--- src/rtl/cp0_except_pkg.sv ---
// Shared constants for the CP0 exception controller: exception codes, CP0 register
// addresses, Status/Cause bit positions and the lockout FSM state type.
package cp0_except_pkg;

  localparam logic [31:0] ExcNone     = 32'h0000_0000;
  localparam logic [31:0] ExcInt      = 32'h0000_0001;
  localparam logic [31:0] ExcSyscall  = 32'h0000_0008;
  localparam logic [31:0] ExcInvalid  = 32'h0000_000a;
  localparam logic [31:0] ExcOverflow = 32'h0000_000c;
  localparam logic [31:0] ExcTrap     = 32'h0000_000d;
  localparam logic [31:0] ExcEret     = 32'h0000_000e;

  localparam logic [4:0] Cp0RegStatus = 5'd12;
  localparam logic [4:0] Cp0RegCause  = 5'd13;
  localparam logic [4:0] Cp0RegEpc    = 5'd14;

  localparam int unsigned StatusIe   = 0;
  localparam int unsigned StatusExl  = 1;
  localparam int unsigned StatusImHi = 15;
  localparam int unsigned StatusImLo = 8;

  localparam int unsigned CauseIpHi = 15;
  localparam int unsigned CauseIpLo = 8;
  localparam int unsigned CauseIv   = 23;
  localparam int unsigned CauseWp   = 22;
  localparam int unsigned CauseBd   = 31;

  // Raw MEM-stage flag positions in excepttype_i.
  localparam int unsigned FlagSyscall  = 8;
  localparam int unsigned FlagInvalid  = 9;
  localparam int unsigned FlagTrap     = 10;
  localparam int unsigned FlagOverflow = 11;
  localparam int unsigned FlagEret     = 12;

  typedef enum logic [0:0] {
    StIdle,
    StLock
  } lock_state_e;

endpackage

--- src/rtl/cp0_except_ctrl_fwd.sv ---
// Combinational WB->MEM forwarding of CP0 Status, Cause and EPC so exception decisions
// see a CP0 write that is retiring in the same cycle.
module cp0_fwd
  import cp0_except_pkg::*;
(
  input  logic [31:0] status_i,
  input  logic [31:0] cause_i,
  input  logic [31:0] epc_i,
  input  logic        we_i,
  input  logic [4:0]  waddr_i,
  input  logic [31:0] wdata_i,
  output logic [31:0] status_o,
  output logic [31:0] cause_o,
  output logic [31:0] epc_o
);

  always_comb begin
    status_o = status_i;
    cause_o  = cause_i;
    epc_o    = epc_i;
    if (we_i) begin
      unique case (waddr_i)
        Cp0RegStatus: status_o = wdata_i;
        // Only software-writable Cause fields; hardware IP bits stay live.
        Cp0RegCause: begin
          cause_o[CauseIv]   = wdata_i[CauseIv];
          cause_o[CauseWp]   = wdata_i[CauseWp];
          cause_o[9:8]       = wdata_i[9:8];
        end
        Cp0RegEpc:    epc_o = wdata_i;
        default: ;
      endcase
    end
  end

endmodule

--- src/rtl/cp0_except_ctrl.sv ---
// MEM-stage exception arbiter: prioritises interrupts and exception flags, drives the
// encoded exception back to CP0, flushes/redirects the pipeline and locks out re-entry.
module cp0_except_ctrl
  import cp0_except_pkg::*;
#(
  parameter logic [31:0] EXC_VECTOR   = 32'h0000_0020,
  parameter int unsigned FLUSH_CYCLES = 3,
  parameter int unsigned CNT_W        = 16
) (
  input  logic             clk,
  input  logic             rst,
  input  logic [31:0]      excepttype_i,
  input  logic [31:0]      current_inst_addr_i,
  input  logic             is_in_delayslot_i,
  input  logic [31:0]      cp0_status_i,
  input  logic [31:0]      cp0_cause_i,
  input  logic [31:0]      cp0_epc_i,
  input  logic             wb_cp0_we_i,
  input  logic [4:0]       wb_cp0_waddr_i,
  input  logic [31:0]      wb_cp0_data_i,
  output logic [31:0]      excepttype_o,
  output logic [31:0]      current_inst_addr_o,
  output logic             is_in_delayslot_o,
  output logic [31:0]      cp0_epc_o,
  output logic             flush_o,
  output logic [31:0]      new_pc_o,
  output logic [31:0]      last_excepttype_o,
  output logic [CNT_W-1:0] exc_count_o
);

  logic [31:0] status_fwd, cause_fwd, epc_fwd;

  cp0_fwd u_fwd (
    .status_i (cp0_status_i),
    .cause_i  (cp0_cause_i),
    .epc_i    (cp0_epc_i),
    .we_i     (wb_cp0_we_i),
    .waddr_i  (wb_cp0_waddr_i),
    .wdata_i  (wb_cp0_data_i),
    .status_o (status_fwd),
    .cause_o  (cause_fwd),
    .epc_o    (epc_fwd)
  );

  lock_state_e      state_q, state_d;
  logic [3:0]       lock_cnt_q, lock_cnt_d;
  logic [31:0]      last_exc_q, last_exc_d;
  logic [CNT_W-1:0] exc_cnt_q, exc_cnt_d;

  logic irq_pending;
  logic eligible;

  logic unused_bits;
  assign unused_bits = ^{excepttype_i[31:13], excepttype_i[7:0], status_fwd[31:16],
                         status_fwd[7:2], cause_fwd[31:16], cause_fwd[7:0]};

  assign irq_pending = (|(cause_fwd[CauseIpHi:CauseIpLo] & status_fwd[StatusImHi:StatusImLo]))
                       && status_fwd[StatusIe] && !status_fwd[StatusExl];
  assign eligible    = (current_inst_addr_i != 32'h0) && (state_q != StLock);

  always_comb begin
    excepttype_o = ExcNone;
    if (eligible) begin
      if (irq_pending)                       excepttype_o = ExcInt;
      else if (excepttype_i[FlagSyscall])    excepttype_o = ExcSyscall;
      else if (excepttype_i[FlagInvalid])    excepttype_o = ExcInvalid;
      else if (excepttype_i[FlagTrap])       excepttype_o = ExcTrap;
      else if (excepttype_i[FlagOverflow])   excepttype_o = ExcOverflow;
      else if (excepttype_i[FlagEret])       excepttype_o = ExcEret;
    end
    flush_o = (excepttype_o != ExcNone);
    if (!flush_o)                    new_pc_o = 32'h0;
    else if (excepttype_o == ExcEret) new_pc_o = epc_fwd;
    else                             new_pc_o = EXC_VECTOR;
  end

  always_comb begin
    state_d    = state_q;
    lock_cnt_d = lock_cnt_q;
    last_exc_d = last_exc_q;
    exc_cnt_d  = exc_cnt_q;
    case (state_q)
      StIdle: begin
        if (flush_o) begin
          state_d    = StLock;
          lock_cnt_d = 4'(FLUSH_CYCLES);
          last_exc_d = excepttype_o;
          if (exc_cnt_q != {CNT_W{1'b1}}) exc_cnt_d = exc_cnt_q + 1'b1;
        end
      end
      StLock: begin
        if (lock_cnt_q <= 4'd1) begin
          state_d    = StIdle;
          lock_cnt_d = 4'd0;
        end else begin
          lock_cnt_d = lock_cnt_q - 4'd1;
        end
      end
      default: begin
        state_d    = StIdle;
        lock_cnt_d = 4'd0;
      end
    endcase
  end

  always_ff @(posedge clk or negedge rst) begin
    if (!rst) begin
      state_q    <= StIdle;
      lock_cnt_q <= 4'd0;
      last_exc_q <= 32'h0;
      exc_cnt_q  <= '0;
    end else begin
      state_q    <= state_d;
      lock_cnt_q <= lock_cnt_d;
      last_exc_q <= last_exc_d;
      exc_cnt_q  <= exc_cnt_d;
    end
  end

  assign current_inst_addr_o = current_inst_addr_i;
  assign is_in_delayslot_o   = is_in_delayslot_i;
  assign cp0_epc_o           = epc_fwd;
  assign last_excepttype_o   = last_exc_q;
  assign exc_count_o         = exc_cnt_q;

endmodule

--- config.mk ---
export PLATFORM = sky130hd
export DESIGN_NAME = cp0_except_ctrl
export DESIGN_NICKNAME = d
export VERILOG_FILES = /design/src/rtl/cp0_except_pkg.sv /design/src/rtl/cp0_except_ctrl_fwd.sv /design/src/rtl/cp0_except_ctrl.sv
export SDC_FILE = /design/constraint.sdc
export NUM_CORES = 1
export LEC_CHECK = 0
export BUFFER_PORTS_ARGS = -buffer_cell sky130_fd_sc_hd__buf_2
export CAP_MARGIN = 0
export CORE_AREA = 2 2 146 148
export CTS_BUF_LIST = sky130_fd_sc_hd__clkbuf_16
export CTS_CLUSTER_DIAMETER = 80
export DETAILED_ROUTE_END_ITERATION = 10
export DIE_AREA = 0 0 148 150
export PLACE_DENSITY_LB_ADDON = 0.25
export SLEW_MARGIN = 15
export SYNTH_ARGS = -nofsm -noshare
export SYNTH_HDL_FRONTEND = slang
export SYNTH_SLANG_ARGS = --single-unit
--- constraint.sdc ---
create_clock -name clk -period 2.6 [get_ports clk]
set_clock_uncertainty 0.05 [all_clocks]
set_input_delay 0.26 -clock clk [delete_from_list [all_inputs] [get_ports clk]]
set_output_delay 0.26 -clock clk [all_outputs]
set_load 0.03 [all_outputs]
* Word-level counts from Yosys, hierarchy flattened *
Index checks and enable logic that the tools add are counted.

word-level totals
  memories kept = 0
  memory bits (writable) = 0
  input port bits = 201
  word-level logic and storage cells = 45
  ROM bits = 0
  bits in registers = 53
  bits in latches = 0
  output and inout bits = 178

operators by class
  add/subtract/negate cells = 2
  reduce and logical (&&, ||, !) cells = 9
  eq/ne operators = 6
  multiply operators = 0
  bitwise logic cells = 2
  shift-type cells = 0
  magnitude comparators = 1
  muxes and demuxes = 21
  div/mod/pow operators = 0

operator list
  kind                                                            count
  two-way mux 32 bit                                              5
  nonzero test 32 bit                                             2
  == test 32 x 4 -> 1 bit, second input constant                  1
  two-way mux 16 bit                                              2
  two-way mux 4 bit                                               8
  adder 16 x 1 -> 16 bit, second input constant                   1
  inequality test 16 bit, second input constant                   1
  == test 5 x 4 -> 1 bit, second input constant                   3
  bitwise AND 8 bit                                               1
  case mux 4 bit (2 select lines)                                 1
  OR reduction 8 bit                                              1
  less-or-equal comparator 4 x 1 -> 1 bit, second input constant  1
  two-way mux 2 bit                                               2
  subtractor 4 x 1 -> 4 bit, second input constant                1
  logical AND 1 bit                                               3
  AND reduction 3 bit                                             1
  two-way mux 1 bit                                               2
  inequality test 2 bit, second input constant                    1
  case mux 1 bit (2 select lines)                                 1
  AND reduction 2 bit                                             1
  zero test 1 bit                                                 1
  NOT 1 bit                                                       1

* Depth between registers and ports, before layout *
  word-level depth = 12
  depth in mapped cells = 9
  gate-level depth less buffers = 8

* By module *
From an unflattened synthesis, not the netlist that was laid out.

second synthesis, totals
  cell total of the unflattened synthesis = 385
  area total of the unflattened synthesis = 3,572.2 um2

modules (own cells, without submodules)
  module           times used  cells each  area each (um2)
  cp0_except_ctrl  1           278         2,347.3
  cp0_fwd          1           107         1,224.9

* Worst setup path before layout *
Ideal clock, no wire load.

  path type = input to register
  from = input port wb_cp0_waddr_i[4]
  to = register exc_cnt_q[1], in the netlist exc_count_o[1]
  slack = -0.074 ns
  path buffers = 1
  arrival time = 2.497 ns
  cell stages on the path = 9
  required time = 2.422 ns
  cell sequence = nand4b_4 -> or3_1 -> buf_6 -> mux2i_1 -> or4b_2 -> o21ai_4 -> inv_2 -> nand2b_2 -> mux2_1

between the ends
  longest elaborated chain between the ends = 11
  elaborated cells between the ends (all ways) = 15

RTL lines
  item                                                            line                       source
  start: declaration                                              cp0_except_ctrl.sv:19      input logic [4:0] wb_cp0_waddr_i,
  == test 5 x 4 -> 1 bit, on equally long branches                n/a
  two-way mux 2 bit / two-way mux 16 bit (equally long branches)  cp0_except_ctrl_fwd.sv:22  unique case (waddr_i)
  two-way mux 2 bit / two-way mux 16 bit (equally long branches)  cp0_except_ctrl_fwd.sv:21  if (we_i) begin
  bitwise AND 8 bit                                               cp0_except_ctrl.sv:57      assign irq_pending = (|(cause_fwd[CauseIpHi:CauseIpLo] & status_fwd[StatusImHi:StatusImLo]))
  OR reduction 8 bit                                              cp0_except_ctrl.sv:57
  logical AND 1 bit                                               cp0_except_ctrl.sv:58      && status_fwd[StatusIe] && !status_fwd[StatusExl];
  logical AND 1 bit (*)                                           cp0_except_ctrl.sv:58
  two-way mux 4 bit (*)                                           cp0_except_ctrl.sv:64      if (irq_pending) excepttype_o = ExcInt;
  two-way mux 32 bit (*)                                          cp0_except_ctrl.sv:63      if (eligible) begin
  nonzero test 32 bit (*)                                         cp0_except_ctrl.sv:71      flush_o = (excepttype_o != ExcNone);
  named net flush_o                                               cp0_except_ctrl.sv:25      output logic flush_o,
  AND reduction 3 bit (no line) (*)                               n/a
  end signal: assignment                                          cp0_except_ctrl.sv:116     exc_cnt_q <= exc_cnt_d;
  end: declaration                                                cp0_except_ctrl.sv:48      logic [CNT_W-1:0] exc_cnt_q, exc_cnt_d;

Mark *: on every way through the listed nets, which the timed path passes. The rest lies on a longest branch.
A chain may end at the register's enable or synchronous reset.

* Final worst setup path *
  from = input port wb_cp0_waddr_i[4]
  to = output port excepttype_o[1]

between the ends
  longest elaborated chain between the ends = 9
  elaborated cells between the ends (all ways) = 13

RTL lines
  item                                                            line                       source
  == test 5 x 4 -> 1 bit, on equally long branches                n/a
  two-way mux 2 bit / two-way mux 16 bit (equally long branches)  cp0_except_ctrl_fwd.sv:22
  two-way mux 2 bit / two-way mux 16 bit (equally long branches)  cp0_except_ctrl_fwd.sv:21
  bitwise AND 8 bit                                               cp0_except_ctrl.sv:57
  OR reduction 8 bit                                              cp0_except_ctrl.sv:57
  logical AND 1 bit                                               cp0_except_ctrl.sv:58
  logical AND 1 bit (*)                                           cp0_except_ctrl.sv:58
  two-way mux 4 bit (*)                                           cp0_except_ctrl.sv:64
  two-way mux 32 bit (*)                                          cp0_except_ctrl.sv:63
  end: declaration                                                cp0_except_ctrl.sv:21      output logic [31:0] excepttype_o,

Every way passes the cells marked *; elsewhere a longest branch is shown, timed or not.

==> flow_summary.toml <==
[pwr]
p_per_area_nw_per_um2 = 595
leakagePower_nw = 2.22
peakVddDrop_uv = 347
p_total_mw = 2.68

[route]
antenna_left = 0
first_pass_iters = 4
viasPerCell = 3.43
drtIter0Drc = 81
wire_per_inst_um = 13.2
dr_total_vias = 2860
postRouteWirelength_um = 11000
drc_errors = 0

[place]
hpwl_um = 9520
dpl.cell_count = 823
gp_congestion = 0.726
dp_slack_ns = -0.409
io_buffer_count = 247

[logic_synthesis]
netlist_instances = 325
synth_warnings = 0
syn_area_per_cell_um2 = 8.72
synth.top_cell.area_share = 0.236
synth_edf_count = 0
synth.ff_latch_count = 25
ys_seq_area_frac = 0.221
ys.flop_type = "dfrtp_1"
synthesis.area_um2 = 2830
synth_top_cell_by_area = "buf_4"
ys_types = 51
synth-async-reset-ratio = 1.00
synth_area_leaders = "buf_4 (24%), dfrtp_1 (22%), mux2_2 (13%), nor2b_1 (7.3%), nor4_1 (2.9%)"

[final_layout]
register_area_um2 = 626
layout.nets = 764
drive_gt1_frac = 0.605
layout.cells.non_filler = 834
final_common_cell = "buf_2"
nFillCells = 2322
multi_input_area_um2 = 1810
area_delta_synth_final_pct = 59.0
layout_common_cells = "buf_2 (211), conb_1 (56), buf_4 (46)"
final_util = 0.218
n_antenna_cell = 0

[floorplan]
die_h_um = 150
rows = 53
die_w_um = 148
core_area_um2 = 20700
floorplan.initialDensity = 0.137
die_area_um2 = 22200
ios = 379

[clock_tree]
cts_sinks = 25
worstSkewPairLatency_ns = 0.27
cts_tree = "done"
cts_buffer_depth = 2
htreeDepth = 1
cts-root-buf = "clkbuf_16"
cts_buffers = 3
clk_pin_slew_ns = 0.07

[worst_setup_path]
cp.required_ns = 2.29
path_cells = "buf_6, nand4b_4, or3_4, buf_12, mux2i_4, nor3_4, a21oi_2, buf_4, nor4_4, buf_4, buf_6"
r2r-start = "state_q$_DFF_PN0_"
cp-startpoint = "wb_cp0_waddr_i[4]"
cp_num_buf_inv = 5
cp_max_fo = 5
ff2ff_path_depth = 8
setup.worst_path.class = "primary input to output port"
reg2reg_to = "exc_count_o[10]$_DFFE_PN0P_"
critPathLaunchType = "primary input"
cp_slowest_cell = "or3_4"
critPathMaxStageDelay_ns = 0.38
rrSetupSlack_ns = 0.20
critPathCaptureType = "output port"
arrival_ns = 2.33
cp_top_family = "simple AND/OR/NAND/NOR gates"

[sta]
worst_pin_slew_ns = 0.622
rsz0062_at_grt = "yes"
setup_viol = 13
maxSlewViolCount = 0
post-route-period-util = 1.01
slew_headroom = 0.585
setup_slack_ns = -0.0365
hold_viol = 0
post-route-min-period_ns = 2.64
fmax_ghz = 0.379

[hold_path]
hold_depth = 3
min_path_type = "primary input to register"
min_to = "last_excepttype_o[0]$_DFFE_PN0P_"
holdCritStartpoint = "excepttype_i[10]"

[global_route]
grt_first_pass_wirelength_um = 14800
grtUsageTotal = 0.0862
grt_pass1_vias = 2567
grt_overflow = 0
grt_max_degree = 32
antenna_found_initial = 0

[run_status]
violations = "setup timing"
status = "complete, but fails checks"

[flow_run]
maxCapViolCount = 0
-- area by class of cell --
| cell class | count | area share |
|---|---|---|
| multi-input cells | 250 | 0.402 |
| repair buffers | 274 | 0.359 |
| flip-flops and latches | 25 | 0.139 |
| well taps | 275 | 0.0764 |
| clock buffers | 3 | 0.0167 |
| inverters | 6 | 0.00555 |
| clock inverters | 1 | 0.00194 |
-- power breakdown --
group          leakage (nW)  total, mW  internal, mW  switching, mW
Combinational          1.89       1.62         0.592           1.03
Sequential            0.284      0.687         0.542          0.145
Clock                0.0415      0.375         0.213          0.162
Total                  2.22       2.68          1.35           1.33
-- cell usage after synthesis, types with 5 or more instances --
cell	number
buf_4	89
nor2b_1	33
mux2_2	32
dfrtp_1	25
nand2_1	16
nor4_1	13
nor2_1	10
nand3_1	8
xor2_1	8
xnor2_1	7
nor3_1	6
inv_1	5
mux2i_1	5
-- cell families (layout without fill, tap and decap cells) --
| kind of cell | Yosys count | after routing | synth area share |
|---|---|---|---|
| other | 1 | 56 | 0.00132 |
| buffers and inverters | 105 | 284 | 0.264 |
| adders and majority gates | 3 | 3 | 0.0132 |
| xor gates and xnor gates | 15 | 15 | 0.0464 |
| DFF | 25 | 25 | 0.221 |
| and+or+nand+nor | 109 | 109 | 0.226 |
| AOI/OAI and AO/OA | 28 | 28 | 0.0737 |
| muxes | 39 | 39 | 0.154 |
-- flip-flops by register name, summed over array words and instances (netlist names) --
| name | count |
|---|---|
| state_q | 1 |
| exc_count_o | 16 |
| lock_cnt_q | 4 |
| last_excepttype_o | 4 |
-- through the flow --
step                      hold WS [ns]  TNS, ns  instance area [um2]
after floorplan                -0.0856    -2.09                 3060
after global placement           0.276   -14.19                 4100
after detailed placement         0.275   -13.59                 4100
after CTS                        0.325    -2.31                 4360
after global routing             0.361    -4.37                 4510
final                            0.334   -0.136                 4510
-- routing by layer --
| metal | share of wire | vias to the layer above | wire, um | global-route usage |
|---|---|---|---|---|
| li1 | - | 1458 | - | - |
| met1 | 0.45 | 1279 | 5000 | 0.122 |
| met2 | 0.47 | 121 | 5160 | 0.137 |
| met3 | 0.076 | 2 | 839 | 0.0241 |
| met4 | 0.0012 | 0 | 13 | 0.00429 |
| met5 | 0 | - | 0 | 0 |
-- worst max path at each step --
stage,cells past startpoint,to,slack [ns]
detailed placement,11,excepttype_o[1],-0.41
global route,12,new_pc_o[5],-0.16
finish,11,excepttype_o[1],-0.04
global placement,11,excepttype_o[1],-0.40
CTS,11,excepttype_o[1],-0.13
floorplan,9,new_pc_o[0],-0.07
-- timing repair --
item	4_1_cts	5_1_grt
hold buffers	1	0
endpoints found under the hold margin	25	0
resized for setup	51	26
pin swaps	2	5
setup buffers	2	4
endpoints found under the setup margin	37	40
-- worst min-delay path, delay by kind of cell --
kind	cells	cell delay [ns]
AO/OA/AOI/OAI	2	0.24
buffers and inverters	1	0.11
Note: power is estimated with default switching activity, not from simulation.
